### src/rtl/mmio_io_bridge.sv
// Bridge between the CPU port-A load/store interface and the synchronous RAM.
// Addresses at or above IO_BASE go to a key FIFO, a display register and a compare timer.
module mmio_io_bridge #(
  parameter int                DATA_W     = 16,
  parameter int                ADDR_W     = 16,
  parameter logic [ADDR_W-1:0] IO_BASE    = ADDR_W'(16'hFF00),
  parameter int                FIFO_DEPTH = 8,
  parameter int                TIMER_W    = 16
) (
  input  logic              clk,
  input  logic              reset,
  input  logic [ADDR_W-1:0] cpu_addr,
  input  logic [DATA_W-1:0] cpu_wdata,
  input  logic              cpu_we,
  input  logic              cpu_re,
  output logic [DATA_W-1:0] cpu_rdata,
  output logic              ram_we,
  input  logic [DATA_W-1:0] ram_q,
  input  logic              key_valid,
  input  logic [7:0]        key_code,
  output logic [DATA_W-1:0] out_reg,
  output logic              irq
);

  localparam int PTR_W = (FIFO_DEPTH > 1) ? $clog2(FIFO_DEPTH) : 1;
  localparam int CNT_W = PTR_W + 1;

  localparam logic [ADDR_W-1:0] OFF_KEY_DATA = ADDR_W'(0);
  localparam logic [ADDR_W-1:0] OFF_KEY_STAT = ADDR_W'(1);
  localparam logic [ADDR_W-1:0] OFF_OUT      = ADDR_W'(2);
  localparam logic [ADDR_W-1:0] OFF_TIMER    = ADDR_W'(3);
  localparam logic [ADDR_W-1:0] OFF_TCMP     = ADDR_W'(4);
  localparam logic [ADDR_W-1:0] OFF_IRQ      = ADDR_W'(5);

  logic              is_io;
  logic [ADDR_W-1:0] off;
  logic              sel_io_q;
  logic [DATA_W-1:0] io_rdata_q;
  logic [DATA_W-1:0] io_rdata_d;

  logic [7:0]        fifo_mem [FIFO_DEPTH];
  logic [PTR_W-1:0]  wr_ptr;
  logic [PTR_W-1:0]  rd_ptr;
  logic [CNT_W-1:0]  count;
  logic              fifo_full;
  logic              fifo_empty;
  logic              overflow;
  logic              pop;
  logic              push;
  logic              ovf_set;

  logic [TIMER_W-1:0] timer_cnt;
  logic [TIMER_W-1:0] timer_cmp;
  logic               timer_hit;
  logic               timer_pending;

  logic wr_stat;
  logic wr_out;
  logic wr_timer;
  logic wr_tcmp;
  logic wr_irq;

  assign is_io  = (cpu_addr >= IO_BASE);
  assign off    = cpu_addr - IO_BASE;
  assign ram_we = cpu_we & ~is_io;

  assign wr_stat  = cpu_we & is_io & (off == OFF_KEY_STAT);
  assign wr_out   = cpu_we & is_io & (off == OFF_OUT);
  assign wr_timer = cpu_we & is_io & (off == OFF_TIMER);
  assign wr_tcmp  = cpu_we & is_io & (off == OFF_TCMP);
  assign wr_irq   = cpu_we & is_io & (off == OFF_IRQ);

  assign fifo_full  = (count == CNT_W'(FIFO_DEPTH));
  assign fifo_empty = (count == '0);

  // A pop frees a slot in the same cycle, so a push while full still lands.
  assign pop     = cpu_re & is_io & (off == OFF_KEY_DATA) & ~fifo_empty;
  assign push    = key_valid & (~fifo_full | pop);
  assign ovf_set = key_valid & fifo_full & ~pop;

  assign timer_hit = (timer_cnt == timer_cmp);
  assign irq       = timer_pending | ~fifo_empty;
  assign cpu_rdata = sel_io_q ? io_rdata_q : ram_q;

  always_comb begin
    io_rdata_d = '0;
    if (is_io) begin
      case (off)
        OFF_KEY_DATA: if (!fifo_empty) io_rdata_d[7:0] = fifo_mem[rd_ptr];
        OFF_KEY_STAT: begin
          io_rdata_d[15]        = overflow;
          io_rdata_d[14]        = fifo_full;
          io_rdata_d[13]        = fifo_empty;
          io_rdata_d[CNT_W-1:0] = count;
        end
        OFF_OUT:   io_rdata_d = out_reg;
        OFF_TIMER: io_rdata_d[TIMER_W-1:0] = timer_cnt;
        OFF_TCMP:  io_rdata_d[TIMER_W-1:0] = timer_cmp;
        OFF_IRQ: begin
          io_rdata_d[0] = timer_pending;
          io_rdata_d[1] = ~fifo_empty;
        end
        default: io_rdata_d = '0;
      endcase
    end
  end

  always_ff @(posedge clk or negedge reset) begin
    if (!reset) begin
      sel_io_q   <= 1'b0;
      io_rdata_q <= '0;
    end else begin
      sel_io_q   <= is_io;
      io_rdata_q <= io_rdata_d;
    end
  end

  // Storage carries no reset; validity is tracked entirely by the count.
  always_ff @(posedge clk) begin
    if (push) fifo_mem[wr_ptr] <= key_code;
  end

  always_ff @(posedge clk or negedge reset) begin
    if (!reset) begin
      wr_ptr   <= '0;
      rd_ptr   <= '0;
      count    <= '0;
      overflow <= 1'b0;
    end else begin
      if (push) wr_ptr <= wr_ptr + PTR_W'(1);
      if (pop)  rd_ptr <= rd_ptr + PTR_W'(1);
      count <= count + CNT_W'(push) - CNT_W'(pop);
      if (ovf_set)      overflow <= 1'b1;
      else if (wr_stat) overflow <= 1'b0;
    end
  end

  always_ff @(posedge clk or negedge reset) begin
    if (!reset) begin
      timer_cnt     <= '0;
      timer_cmp     <= '0;
      timer_pending <= 1'b0;
      out_reg       <= '0;
    end else begin
      if (wr_timer) timer_cnt <= cpu_wdata[TIMER_W-1:0];
      else          timer_cnt <= timer_cnt + TIMER_W'(1);
      if (wr_tcmp) timer_cmp <= cpu_wdata[TIMER_W-1:0];
      if (wr_out)  out_reg   <= cpu_wdata;
      if (timer_hit)                  timer_pending <= 1'b1;
      else if (wr_irq && cpu_wdata[0]) timer_pending <= 1'b0;
    end
  end

endmodule

### config.mk
export PLATFORM = sky130hd
export DESIGN_NAME = mmio_io_bridge
export DESIGN_NICKNAME = d
export VERILOG_FILES = /design/src/rtl/mmio_io_bridge.sv
export SDC_FILE = /design/constraint.sdc
export NUM_CORES = 1
export LEC_CHECK = 0
export CORE_MARGIN = 4
export CORE_UTILIZATION = 50
export CTS_CLUSTER_DIAMETER = 30
export DETAILED_ROUTE_END_ITERATION = 7
export DONT_BUFFER_PORTS = 1
export PLACE_DENSITY = 0.74
export SLEW_MARGIN = 25
export SYNTH_ARGS = -nofsm -noshare
export SYNTH_HDL_FRONTEND = slang
export SYNTH_SLANG_ARGS = --single-unit
### constraint.sdc
create_clock -name clk -period 6 [get_ports clk]
set_clock_uncertainty 0.05 [all_clocks]
set_input_delay 1.2 -clock clk [delete_from_list [all_inputs] [get_ports clk]]
set_output_delay 1.2 -clock clk [all_outputs]
set_load 0.005 [all_outputs]
# Word-level counts from Yosys, hierarchy flattened
# Memories as Yosys holds them, arrays and structs flattened.
# Index checks and enable logic that the tools add are counted.
# word_totals
wordCells,64
n_memories,1
ram_bits,64
inputBits,61
output_inout_bits,34
register_bits,77
# mem_list
memory,depth,word_bits,read_ports,rd_ports_with_merged_regs,write_ports,line_no,text
fifo_mem,8,8,1,0,1,41,logic [7:0] fifo_mem [FIFO_DEPTH];
# classes
magnitude_cmp,1
n_eq_ne,7
n_bitwise,19
addsub,6
reduce_logical,5
muxes,15
# op_table
operator,count
$mux W16,3
$eq A16 B2 Y1 const B,2
$eq A16 B3 Y1 const B,2
$add A16 B1 Y16 const B,1
$eq A16 B1 Y1 const B,1
$eq A16 B16 Y1,1
$ge A16 B16 Y1 const B,1
$logic_not A16 Y1,1
$pmux W4 S4,1
$sub A16 B16 Y16 const B,1
$pmux W5 S3,1
$and A1 B1 Y1,13
$pmux W2 S6,1
$pmux W3 S4,1
$pmux W2 S5,1
$mux W8,1
$add A3 B1 Y3 const B,2
$mux W1,6
$add A4 B1 Y4,1
$eq A4 B4 Y1 const B,1
$logic_not A4 Y1,1
$not A1 Y1,4
$reduce_bool A2 Y1,2
$sub A4 B1 Y4,1
2 further kinds,3

# Longest topological paths before layout
# logic_depth
ltp_word,8
depth_mapped,12
mapped_depth_nobuf,10

# Worst setup path before layout
# Ideal clock, no wire load.
# synth_path
kind,input to register
startpoint,in cpu_addr[2]
endpoint,"mem fifo_mem[6][0], enable pin"
setup_slack_ns,2.490
required_ns,5.565
path_buffers,1
stages,5
t_arrival_ns,3.074
cell_sequence,clkbuf_1 or4_4 o21bai_1 nand3_1 nor3b_1
# synth_between
elab_chain_len,8
elab_cells_between_ends,10
cone_classes,add/sub: 1; order compare: 1; mux: 2; bitwise: 5; reduce/logical: 1
# synth_rtl
item,line_no,text
"start, declared",12,"input logic [ADDR_W-1:0] cpu_addr,"
$sub A16 B16 Y16 / $ge A16 B16 Y1 (equally long branches),"64, 63",
$logic_not A16 Y1 / $and A1 B1 Y1 (equally long branches),77,assign pop = cpu_re & is_io & (off == OFF_KEY_DATA) & ~fifo_empty;
$and A1 B1 Y1 (*) (2 in a row),77,
$or A1 B1 Y1 (*),78,assign push = key_valid & (~fifo_full | pop);
$and A1 B1 Y1 (*),78,
$mux W1 (*),120,if (push) fifo_mem[wr_ptr] <= key_code;
$mux W1 (not written as such) (*),120,
"end, declared",41,
# Mark *: on every way between the ends. The rest lies on a longest branch, timed or not.

# Worst setup path in the final report
# layout_path
startpoint,in cpu_addr[10]
endpoint,"mem fifo_mem[2][6], enable pin"
# Same word-level chain as after synthesis.

==> results.sh <==
export IMPL_outcome="finished clean"
export IMPL_first_iter_violations=363
export IMPL_cp_max_fo=8
export IMPL_muxShareOfSynthArea_pct=18.8
export IMPL_ir_worst_vdd_uv=273
export IMPL_hold_path_class="input port to asynchronous set/reset pin"
export IMPL_cts_resized=0
export IMPL_io_pins=95
export IMPL_finalHoldViolCount=0
export IMPL_wl_met2_mm=6.88
export IMPL_diodes=0
export IMPL_h_tree_depth=4
export IMPL_synth_largest_area_cell="dfrtp_1"
export IMPL_dp_hpwl_mm=9.59
export IMPL_drive_above_1_share_pct=22.6
export IMPL_synth_top_family_by_area="multiplexers"
export IMPL_ys_ff_latch=141
export IMPL_yosysWarnings=0
export IMPL_ff2ff_path_depth=10
export IMPL_synthAdderAreaFrac_pct=1.83
export IMPL_power_density_nw_per_um2=337
export IMPL_drt_first_pass_iters=4
export IMPL_tightest_slew_ps=983
export IMPL_post_cts_buffers=0
export IMPL_ys_seq_area_share_pct=58.5
export IMPL_finalMaxSlewViolations=0
export IMPL_power_leakage_nw=2.92
export IMPL_grt_usage_pct=19.3
export IMPL_yosysMostFrequentCell="dfrtp_1"
export IMPL_period_share_pct=56.8
export IMPL_dieArea_um2=15100
export IMPL_netlist_area_um2=6580
export IMPL_synth_common_cells="dfrtp_1, edfxtp_1, mux2_2"
export IMPL_period_needed_ps=3410
export IMPL_place_gp_congestion=0.783
export IMPL_initial_core_util_pct=51.5
export IMPL_synth_compound_area_share_pct=4.18
export IMPL_largest_reg_flops=64
export IMPL_clockBufferDepth=2
export IMPL_hold_buffers=0
export IMPL_fmax_mhz=294
export IMPL_grt_max_degree=78
export IMPL_synthTopCellsByArea="dfrtp_1, edfxtp_1, mux2_2"
export IMPL_synth_edf_count=64
export IMPL_routed_wl_met3_um=942
export IMPL_maxCapViolCount=0
export IMPL_finalSetupViolCount=0
export IMPL_wl_mm=13.7
export IMPL_clock_latency_ps=420
export IMPL_wire_per_inst_um=21.2
export IMPL_start_kind="input port"
export IMPL_cts_buffers=17
export IMPL_grt_pass1_vias=3947
export IMPL_tns_ps=0
export IMPL_synth_top_cell_area_share_pct=29.3
export IMPL_die_y_um=123
export IMPL_clock_sinks=141
export IMPL_antenna_found_initial=0
export IMPL_syn_nets=534
export IMPL_dp_worst_setup_slack_ps=1840
export IMPL_fillers=992
export IMPL_worst_endpoint_arrival_ps=3410
export IMPL_syn_avg_cell_area_um2=14.2
export IMPL_fin_nets=530
export IMPL_top_layer_used="met4"
export IMPL_fp_row_count=41
export IMPL_top_register="fifo_mem"
export IMPL_core_area_um2=12800
export IMPL_gr_total_overflow=0
export IMPL_met1_length_mm=5.52
export IMPL_cts_tree="yes"
export IMPL_yosysUniqueCellTypes=50
export IMPL_synth_xor_area_share_pct=4.79
export IMPL_synthSimpleGateAreaFrac_pct=9.57
export IMPL_relSlewSlack_pct=34.0
export IMPL_drc=0
export IMPL_worstSetupEndpointType="flop"
export IMPL_cts_root_buffer="clkbuf_16"
export IMPL_crit_type="input port to flop"
export IMPL_die_w_um=123
export IMPL_critPathRequiredTime_ps=6000
export IMPL_worst_slack_ps=2590
export IMPL_drt_antenna_violating_nets=0
export IMPL_clkTransAtPathRegs_ps=60
export IMPL_grt_pass1_wl_mm=21.3
export IMPL_synthCells=464
export IMPL_synth_ff_type="dfrtp_1"
export IMPL_vias_per_cell=5.78
export IMPL_rsz0062_at_grt="false"
export IMPL_ys_async_sr_fraction_pct=54.6
export IMPL_syn2layout_area_growth_pct=10.9
export IMPL_vias=3726
export IMPL_port_buffers=0
[path summary, 6_finish.rpt]
kind	slack, ps	to	startpoint
hold reg to reg	460	wr_ptr[2]	wr_ptr[2]
setup / recovery	2590	fifo_mem[2][6]	cpu_addr[10]
hold / removal	420	overflow	reset
min in group clk	460	wr_ptr[2]	wr_ptr[2]
max in group asynchronous	5370	rd_ptr[0]	reset
setup reg to reg	3200	count[2]	count[2]
[critical path: stages]
cell and delay [ps]:
nand4_1 280, or4_4 540, o21bai_1 460, nand3b_1 300, nor3b_2 620
[layout make-up]
class	count	area, um^2	share of cell area [%]
Multi-Input combinational cell	290	2610	35.7
Inverter	9	33.8	0.463
Timing Repair Buffer	1	7.51	0.103
Sequential cell	141	3850	52.8
Clock inverter	14	151	2.08
Tap cell	172	215	2.95
Clock buffer	18	429	5.88
[metrics by stage]
| stage | hold slack, ps | util (%) | cells | power, mW | instance area, um^2 |
|---|---|---|---|---|---|
| after floorplan | 408 | - | 464 | 1.38 | 6580 |
| after CTS | 401 | 56.9 | 645 | 2.47 | 7260 |
| after detailed placement | 448 | 52.3 | 613 | 1.44 | 6680 |
| final | 420 | 57.1 | 645 | 2.46 | 7290 |
| after global placement | 442 | 52.3 | 613 | 1.42 | 6680 |
| after global routing | 397 | 57.1 | 645 | 2.57 | 7290 |
[where the power goes]
group          leakage (nW)  internal (mW)  switching [mW]
combinational          1.03          0.114           0.126
clock                 0.276          0.644           0.380
sequential             1.61           1.12          0.0748
[cell usage in the layout (no fill, tap or decap), types with 4 or more instances in the layout]
cell       synthesis  final
a21oi_1           16     16
a221o_1            5      5
xnor2_1           11     11
mux4_2            16     16
nand3_1           10     10
o221ai_1           6      6
inv_1              9      9
nand4_1            9      9
nor3_1             6      4
ha_1               8      8
mux2_1            10     10
clkinv_1           0      4
dfrtp_1           77     76
mux2_2            35     35
mux2_4            10     10
nor2_1            27     27
nand2_1           23     23
mux2i_1           22     22
nor4_1             5      5
edfxtp_1          64     64
clkbuf_16          0     17
o21ai_0            7      7
nor3b_2            0      4
xor2_1            25     25
[cell families after synthesis]
group                      Yosys count
adders and majority gates            9
xor gates and xnor gates            36
buffers and inverters               33
muxes                               93
and+or+nand+nor                    110
DFF                                141
AOI/OAI and AO/OA                   42
[per-layer routing]
layer / vias to the layer above / global-route usage, %
li1: 1722 / -
met1: 1868 / 23.0
met2: 116 / 32.3
met3: 20 / 6.59
met4: 0 / 7.56
met5: - / 0
(Power assumes the default switching activity.)
